==> config.mk <==
export PLATFORM = sky130hd
export DESIGN_NAME = fault_lamp_sequencer_flat
export DESIGN_NICKNAME = d
export VERILOG_FILES = /design/src/rtl/fault_lamp_if.sv /design/src/rtl/fault_lamp_sequencer.sv /design/src/flat_wrapper.sv
export SDC_FILE = /design/constraint.sdc
export NUM_CORES = 1
export LEC_CHECK = 0
export ABC_CLOCK_PERIOD_IN_PS = 3800
export CAP_MARGIN = 30
export CORE_MARGIN = 3
export CORE_UTILIZATION = 56
export DETAILED_ROUTE_END_ITERATION = 10
export PLACE_DENSITY = 0.79
export SYNTH_ARGS = -nofsm -noshare
export SYNTH_HDL_FRONTEND = slang
export SYNTH_SLANG_ARGS = --single-unit
==> constraint.sdc <==
create_clock -name clk -period 3.8 [get_ports clk]
set_input_delay 1.14 -clock clk [delete_from_list [all_inputs] [get_ports clk]]
set_output_delay 1.14 -clock clk [all_outputs]
set_load 0.005 [all_outputs]
==> src/rtl/fault_lamp_if.sv <==
// Bundles the toggle/hit stimulus and the replayed gate-side outputs of the fault lamp sequencer.
// The master drives lamp toggles, hits and clear; the slave answers with snapshots and FIFO status.
interface fault_lamp_if #(
    parameter int INPUT_COUNT = 2,
    parameter int DEPTH       = 4
);
    localparam int CNT_W = $clog2(DEPTH + 1);

    logic                   toggle_valid;
    logic [INPUT_COUNT-1:0] toggle_mask;
    logic                   fault_hit;
    logic                   clear;
    logic [INPUT_COUNT-1:0] gate_in;
    logic                   gate_fault;
    logic [INPUT_COUNT-1:0] lamp_state;
    logic [CNT_W-1:0]       pending;
    logic                   hit_ready;
    logic                   overflow;

    modport master (
        output toggle_valid, toggle_mask, fault_hit, clear,
        input  gate_in, gate_fault, lamp_state, pending, hit_ready, overflow
    );

    modport slave (
        input  toggle_valid, toggle_mask, fault_hit, clear,
        output gate_in, gate_fault, lamp_state, pending, hit_ready, overflow
    );
endinterface

==> src/rtl/fault_lamp_sequencer.sv <==
// Tracks lamp toggle state, snapshots it on every fault hit into a small FIFO, and replays
// each snapshot to the fault gate as a rate-limited single-cycle pulse.
module fault_lamp_sequencer #(
    parameter int                   INPUT_COUNT = 2,
    parameter int                   DEPTH       = 4,
    parameter int                   ISSUE_GAP   = 1,
    parameter logic [INPUT_COUNT-1:0] INIT_STATE = '0
) (
    input  logic         clk,
    input  logic         logic_reset_n,
    fault_lamp_if.slave  bus
);
    localparam int PTR_W = (DEPTH > 1) ? $clog2(DEPTH) : 1;
    localparam int CNT_W = $clog2(DEPTH + 1);
    localparam int GAP_W = (ISSUE_GAP > 0) ? $clog2(ISSUE_GAP + 1) : 1;

    logic [PTR_W-1:0]       wr_ptr;
    logic [PTR_W-1:0]       rd_ptr;
    logic [CNT_W-1:0]       count;
    logic [GAP_W-1:0]       gap;
    logic [INPUT_COUNT-1:0] lamps;
    logic [INPUT_COUNT-1:0] gate_in_q;
    logic                   gate_fault_q;
    logic                   overflow_q;
    logic [INPUT_COUNT-1:0] mem [DEPTH];

    logic [INPUT_COUNT-1:0] eff;
    logic [INPUT_COUNT-1:0] snapshot;
    logic                   pop;
    logic                   push;
    logic                   hit_ready;

    function automatic logic [PTR_W-1:0] ptr_next(input logic [PTR_W-1:0] p);
        if (p == PTR_W'(DEPTH - 1)) begin
            return '0;
        end
        return p + PTR_W'(1);
    endfunction

    // Snapshot folds in this cycle's toggles so the gate sees the lamps as of the hit.
    always_comb begin
        eff       = bus.toggle_valid ? bus.toggle_mask : '0;
        snapshot  = lamps ^ eff;
        pop       = (count != '0) && (gap == '0);
        hit_ready = (count < CNT_W'(DEPTH)) || pop;
        push      = bus.fault_hit && hit_ready && !bus.clear;
    end

    always_ff @(posedge clk or negedge logic_reset_n) begin
        if (!logic_reset_n) begin
            wr_ptr       <= '0;
            rd_ptr       <= '0;
            count        <= '0;
            gap          <= '0;
            lamps        <= INIT_STATE;
            gate_in_q    <= INIT_STATE;
            gate_fault_q <= 1'b0;
            overflow_q   <= 1'b0;
        end else if (bus.clear) begin
            wr_ptr       <= '0;
            rd_ptr       <= '0;
            count        <= '0;
            gap          <= '0;
            lamps        <= INIT_STATE;
            gate_in_q    <= INIT_STATE;
            gate_fault_q <= 1'b0;
            overflow_q   <= 1'b0;
        end else begin
            lamps <= snapshot;

            if (push) begin
                wr_ptr <= ptr_next(wr_ptr);
            end

            if (pop) begin
                rd_ptr       <= ptr_next(rd_ptr);
                gate_in_q    <= mem[rd_ptr];
                gate_fault_q <= 1'b1;
                gap          <= GAP_W'(ISSUE_GAP);
            end else begin
                gate_fault_q <= 1'b0;
                if (gap != '0) begin
                    gap <= gap - GAP_W'(1);
                end
            end

            if (push && !pop) begin
                count <= count + CNT_W'(1);
            end else if (pop && !push) begin
                count <= count - CNT_W'(1);
            end

            if (bus.fault_hit && !hit_ready) begin
                overflow_q <= 1'b1;
            end
        end
    end

    // Storage carries no reset; validity is tracked entirely by the pointers and count.
    always_ff @(posedge clk) begin
        if (push) begin
            mem[wr_ptr] <= snapshot;
        end
    end

    assign bus.gate_in    = gate_in_q;
    assign bus.gate_fault = gate_fault_q;
    assign bus.lamp_state = lamps;
    assign bus.pending    = count;
    assign bus.hit_ready  = hit_ready;
    assign bus.overflow   = overflow_q;
endmodule

==> src/flat_wrapper.sv <==
// flat-port wrapper written by rule: the top's interface ports become plain ports
module fault_lamp_sequencer_flat 
#(
    parameter int                   INPUT_COUNT = 2,
    parameter int                   DEPTH       = 4,
    parameter int                   ISSUE_GAP   = 1,
    parameter logic [INPUT_COUNT-1:0] INIT_STATE = '0
)
  (clk, logic_reset_n, bus_toggle_valid, bus_toggle_mask, bus_fault_hit, bus_clear, bus_gate_in, bus_gate_fault, bus_lamp_state, bus_pending, bus_hit_ready, bus_overflow);
  fault_lamp_if #(.INPUT_COUNT(INPUT_COUNT), .DEPTH(DEPTH)) bus_i ();
  input  logic clk;
  input  logic logic_reset_n;
  input wire logic [$bits(bus_i.toggle_valid)-1:0] bus_toggle_valid;
  input wire logic [$bits(bus_i.toggle_mask)-1:0] bus_toggle_mask;
  input wire logic [$bits(bus_i.fault_hit)-1:0] bus_fault_hit;
  input wire logic [$bits(bus_i.clear)-1:0] bus_clear;
  output wire logic [$bits(bus_i.gate_in)-1:0] bus_gate_in;
  output wire logic [$bits(bus_i.gate_fault)-1:0] bus_gate_fault;
  output wire logic [$bits(bus_i.lamp_state)-1:0] bus_lamp_state;
  output wire logic [$bits(bus_i.pending)-1:0] bus_pending;
  output wire logic [$bits(bus_i.hit_ready)-1:0] bus_hit_ready;
  output wire logic [$bits(bus_i.overflow)-1:0] bus_overflow;
  assign bus_i.toggle_valid = bus_toggle_valid;
  assign bus_i.toggle_mask = bus_toggle_mask;
  assign bus_i.fault_hit = bus_fault_hit;
  assign bus_i.clear = bus_clear;
  assign bus_gate_in = bus_i.gate_in;
  assign bus_gate_fault = bus_i.gate_fault;
  assign bus_lamp_state = bus_i.lamp_state;
  assign bus_pending = bus_i.pending;
  assign bus_hit_ready = bus_i.hit_ready;
  assign bus_overflow = bus_i.overflow;
  fault_lamp_sequencer #(.INPUT_COUNT(INPUT_COUNT), .DEPTH(DEPTH), .ISSUE_GAP(ISSUE_GAP), .INIT_STATE(INIT_STATE)) u_core (.clk(clk), .logic_reset_n(logic_reset_n), .bus(bus_i));
endmodule
* Yosys cells after proc, flatten, opt, wreduce, memory -nomap -nowiden *
Memories as Yosys holds them, arrays and structs flattened.
Cells that the tools add are included.

operators by class
  add/sub/neg operators = 5
  magnitude comparators = 1
  eq/ne operators = 2
  mux-type cells = 30
  bitwise operators = 2
  reductions and logical operators = 16

operator list
  operator                                           number
  2-to-1 mux 2 bit                                   12
  2-to-1 mux 1 bit                                   15
  2-to-1 mux 3 bit                                   3
  logical AND 1 bit                                  6
  nonzero test 2 bit                                 3
  nonzero test 3 bit                                 2
  adder 2 x 1 -> 2 bit, second input constant        2
  equality test 2 bit, second input constant         2
  logical NOT 1 bit                                  4
  adder 3 x 1 -> 3 bit, second input constant        1
  less-than comparator 3 bit, second input constant  1
  subtractor 3 x 1 -> 3 bit, second input constant   1
  XOR 2 bit                                          1
  logical OR 1 bit                                   1
  inverter 1 bit                                     1
  subtractor 1 bit, second input constant            1

word-level totals
  register bits after elaboration = 14
  RAM bits = 8
  input port bits = 7
  output and inout bits = 10
  logic and storage cells = 65
  memories kept = 1

memory list
  name        depth  bits a word  read ports  clocked after memory_dff  write ports  line                        text
  u_core.mem  4      2            1           0                         1            fault_lamp_sequencer.sv:25  logic [INPUT_COUNT-1:0] mem [DEPTH];

* Longest topological paths before layout *
  depth after elaboration = 10
  depth in mapped cells = 8
  gate-level depth less buffers = 7

* Least setup slack after synthesis *
Ideal clock, no wire load.

  path kind = input -> register
  start = input port bus_fault_hit
  end = register u_core.count[1], in the netlist u_core.bus.pending[1]
  library setup time = 0.111 ns
  arrival time = 2.667 ns
  data required time = 3.689 ns
  slack = 1.021 ns
  cell stages on the path = 7
  path buffers = 0
  path through = a21boi_2 and2b_1 a21boi_1 fa_1 a21oi_2 o21ai_1 a2111oi_2

on the way
  cells in the longest elaborated chain, start to end = 5
  elaborated cells between the ends (all ways) = 8
  classes of those cells = 2 x mux; 6 x reduce/logical

RTL lines
  element                                                        line                                                    text
  start, declared                                                flat_wrapper.sv:15                                      input wire logic [$bits(bus_i.fault_hit)-1:0] bus_fault_hit;
  logical AND 1 bit (*) (2 in series)                            fault_lamp_sequencer.sv:46                              push = bus.fault_hit && hit_ready && !bus.clear;
  logical AND 1 bit / logical NOT 1 bit (equally long branches)  fault_lamp_sequencer.sv:87, fault_lamp_sequencer.sv:89
  2-to-1 mux 3 bit / logical AND 1 bit (equally long branches)   fault_lamp_sequencer.sv:87, fault_lamp_sequencer.sv:89
  2-to-1 mux 3 bit / nonzero test 3 bit (equally long branches)  n/a
  end signal, assigned                                           fault_lamp_sequencer.sv:88                              count <= count + CNT_W'(1);
  end signal, assigned                                           fault_lamp_sequencer.sv:90                              count <= count - CNT_W'(1);
  end, declared                                                  fault_lamp_sequencer.sv:19                              logic [CNT_W-1:0] count;

Mark *: on every way between the ends. The rest lies on a longest branch, timed or not.
A chain may end at the register's enable or synchronous reset.

* Worst setup path after layout *
Ends and elaborated chain as after synthesis.

==> reports/qor.txt <==
Post-synthesis instance total -> 97
Routability cong. -> 0.8174
Hold endpoint -> u_core.bus.overflow$_DFFE_PN0P_
H-tree depth -> 1
Reg2reg path depth -> 7
Worst Min Path Start -> u_core.bus.overflow$_DFFE_PN0P_
Port buffer count -> 16
Mapped Nets -> 109
Synth Register Bits -> 21
Mapped Area -> 1136 sq um
CTS tree -> yes
Cell accounting for the most synthesized area -> dfrtp_1
FF-to-FF Start -> u_core.gap$_DFF_PN0_
Min-Delay Path Class -> flip-flop to flip-flop
DP Area -> 1308 sq um
Ant. Diodes -> 0
Post-cts resize count -> 0
Rel. slew slack -> 0.5905
Initial antenna violation count -> 0
Synth cell types -> 37
Leakage Power -> 0.0005201 uW
Register-to-register setup slack -> 1340 ps
Remaining Overflow, GRT -> 0
First-pass GRT wire length -> 3588 microns
Hold path cells -> 2
Startpoint Class -> primary input
Synth top area share -> 0.2863
Max frequency -> 322.8 MHz
Clock root buffer -> clkbuf_4
Die Span X -> 51.04 microns
Clock Path Buffers -> 2
Layout cells sized above 1 -> 0.1228
Dpl hpwl -> 1515 microns
Syn Area/Cell -> 11.71 sq um
Wire per inst -> 15.16 microns
Area growth, synth to finish -> 17.73%
Hold buffer count at CTS -> 0
Final setup fails -> 0
Critical Path RT -> 4000 ps
Overall power -> 774.4 uW
Register area share after synthesis -> 0.4978
Vias per cell -> 5.856
WL final -> 2107 microns
Dominant synthesized flop cell -> dfrtp_1
Final antenna-violating net count -> 0
Worst skew pair latency -> 310 ps
Clock skew -> 7.565 ps
Nets -> 127
Outcome -> complete, no violations
Clock sinks -> 21
Final min period -> 3098 ps
Die height -> 51.04 microns
Initial drt markers -> 14
Arr. time, crit path -> 3300 ps
Critical path type -> primary input to flip-flop
Vias in the first global route -> 798
Pins Over Slew Limit -> 0
All-Layer GR Usage -> 0.1935
Element type at the critical path end -> flip-flop
DR pass1 iterations -> 4
Die area -> 2605 sq um
Post-synth EDFFs -> 8
Initial Util -> 0.6241
Number of warnings issued by yosys -> 0
Fin crit share -> 0.8153
IO Pins -> 17
CORE AREA -> 1821 sq um
Clock transition at path regs -> 120 ps
TritonCTS buffer count -> 3
Total number of vias -> 814
Largest net degree at the start of global routing -> 17
Post-route cell area -> 1338 sq um
Filler Cell Count -> 131
Worst-Margin Slew -> 612.4 ps
CP Max Fanout -> 5
Reg-to-reg endpoint -> u_core.bus.pending[1]$_DFFE_PN0P_
Placement Rows -> 15
Async set-reset flop share out of synthesis -> 0.6190
Max Cap Viol -> 0
DRC Markers -> 0
Top post-synthesis cells by area -> dfrtp_1, edfxtp_1, mux4_1, ha_1, a21oi_1
Setup total negative slack -> 0 ps
RSZ-0062 raised after global routing -> no
Final Hold Fails -> 0
VDD IR max -> 0.3250 mV
Cell Pwr Density -> 579.0 nW/um^2
Post-CTS setup buffer count -> 0
## sequential cells by signal (all words and copies together), names as in the netlist
register               flops
u_core.bus.gate_in         2
u_core.bus.lamp_state      2
u_core.bus.overflow        1
u_core.bus.pending         3
u_core.gap                 1
u_core.mem                 8
u_core.rd_ptr              2
u_core.wr_ptr              2
## cells in the mapped netlist (2+ instances only)
| cell type | count |
|---|---|
| xnor2_1 | 2 |
| nand2_1 | 3 |
| nor2_1 | 6 |
| dfrtp_1 | 13 |
| o21ai_0 | 4 |
| or3_1 | 2 |
| mux4_1 | 2 |
| nor2b_1 | 4 |
| and2_1 | 4 |
| a2111oi_2 | 2 |
| inv_1 | 6 |
| a21oi_1 | 6 |
| mux2i_1 | 2 |
| buf_4 | 2 |
| ha_1 | 4 |
| nand2b_1 | 3 |
| a31oi_1 | 2 |
| nand3_1 | 4 |
| edfxtp_1 | 8 |
## worst max-delay path by stage
stage | start | end
after floorplan | bus_fault_hit | u_core.bus.pending[1]$_DFFE_PN0P_
after global placement | bus_fault_hit | u_core.bus.pending[1]$_DFFE_PN0P_
after detailed placement | bus_fault_hit | u_core.bus.pending[1]$_DFFE_PN0P_
after CTS | bus_fault_hit | u_core.bus.pending[1]$_DFFE_PN0P_
after global routing | bus_fault_hit | u_core.bus.pending[1]$_DFFE_PN0P_
final | bus_fault_hit | u_core.bus.pending[1]$_DFFE_PN0P_
## cell usage in the layout (no fill, tap or decap), types with 3 or more instances in the layout
cell type        netlist  layout
edfxtp_1               8       8
clkdlybuf4s50_1        0      16
ha_1                   4       4
and2_1                 4       4
nand3_1                4       4
nor2_1                 6       6
dfrtp_1               13      13
clkbuf_4               0       3
o21ai_0                4       4
nand2_1                3       3
nor2b_1                4       4
a21oi_1                6       6
inv_1                  6       6
nand2b_1               3       3
## report_power, final
part | leakage, uW | internal, uW | switching, uW | total (uW)
Combinational | 0.000259 | 168 | 141 | 309
Sequential | 0.000247 | 278 | 77.8 | 355
Clock | 0.0000139 | 40.1 | 69.7 | 110
Total | 0.000520 | 486 | 289 | 774
## per-stage QoR
step,instances,hold slack (ps),setup slack [ps],utilization
4_1_cts,139,513.1,699.1,0.7347
6_report,139,508.1,701.9,0.7347
3_5_place_dp,135,485.6,371.0,0.7182
5_1_grt,139,576.5,594.6,0.7347
3_3_place_gp,135,477.1,477.8,0.7182
2_1_floorplan,97,486.0,1021,-
## metal layers
layer  global-route usage  routed length (microns)  vias to the layer above  part of all wire
met5                    0                        0                        -                 0
met3              0.02624                       88                        6             0.042
met4               0.1345                       69                        0             0.033
li1                     -                        -                      383                 -
met1               0.2375                      915                      398              0.43
met2               0.3133                     1033                       27              0.49
## layout make-up
cell class | instances | area [sq um] | share of cell area
timing repair buffer | 18 | 175.2 | 0.1310
clock inverter | 1 | 7.507 | 0.005613
sequential | 21 | 565.5 | 0.4228
multi-input combinational | 65 | 513.0 | 0.3835
clock buffer | 3 | 22.52 | 0.01684
tap | 25 | 31.28 | 0.02339
inverter | 6 | 22.52 | 0.01684
## cells by family after synthesis
kind of cell	after synthesis	share of synthesized area
xor+xnor	2	0.01542
fa+ha+maj	5	0.06168
compound gates	21	0.1333
flops	21	0.4978
simple gates	32	0.1641
buf+inv	11	0.05065
mux	5	0.07709
## worst max-delay path, cell delays in order
cell             delay [ps]
clkdlybuf4s50_1         470
a21boi_2                220
and2b_1                 200
a21boi_1                190
fa_1                    480
a21oi_2                 130
o21ai_1                 100
a2111oi_2               380
Power figures use the tool's default switching activity.
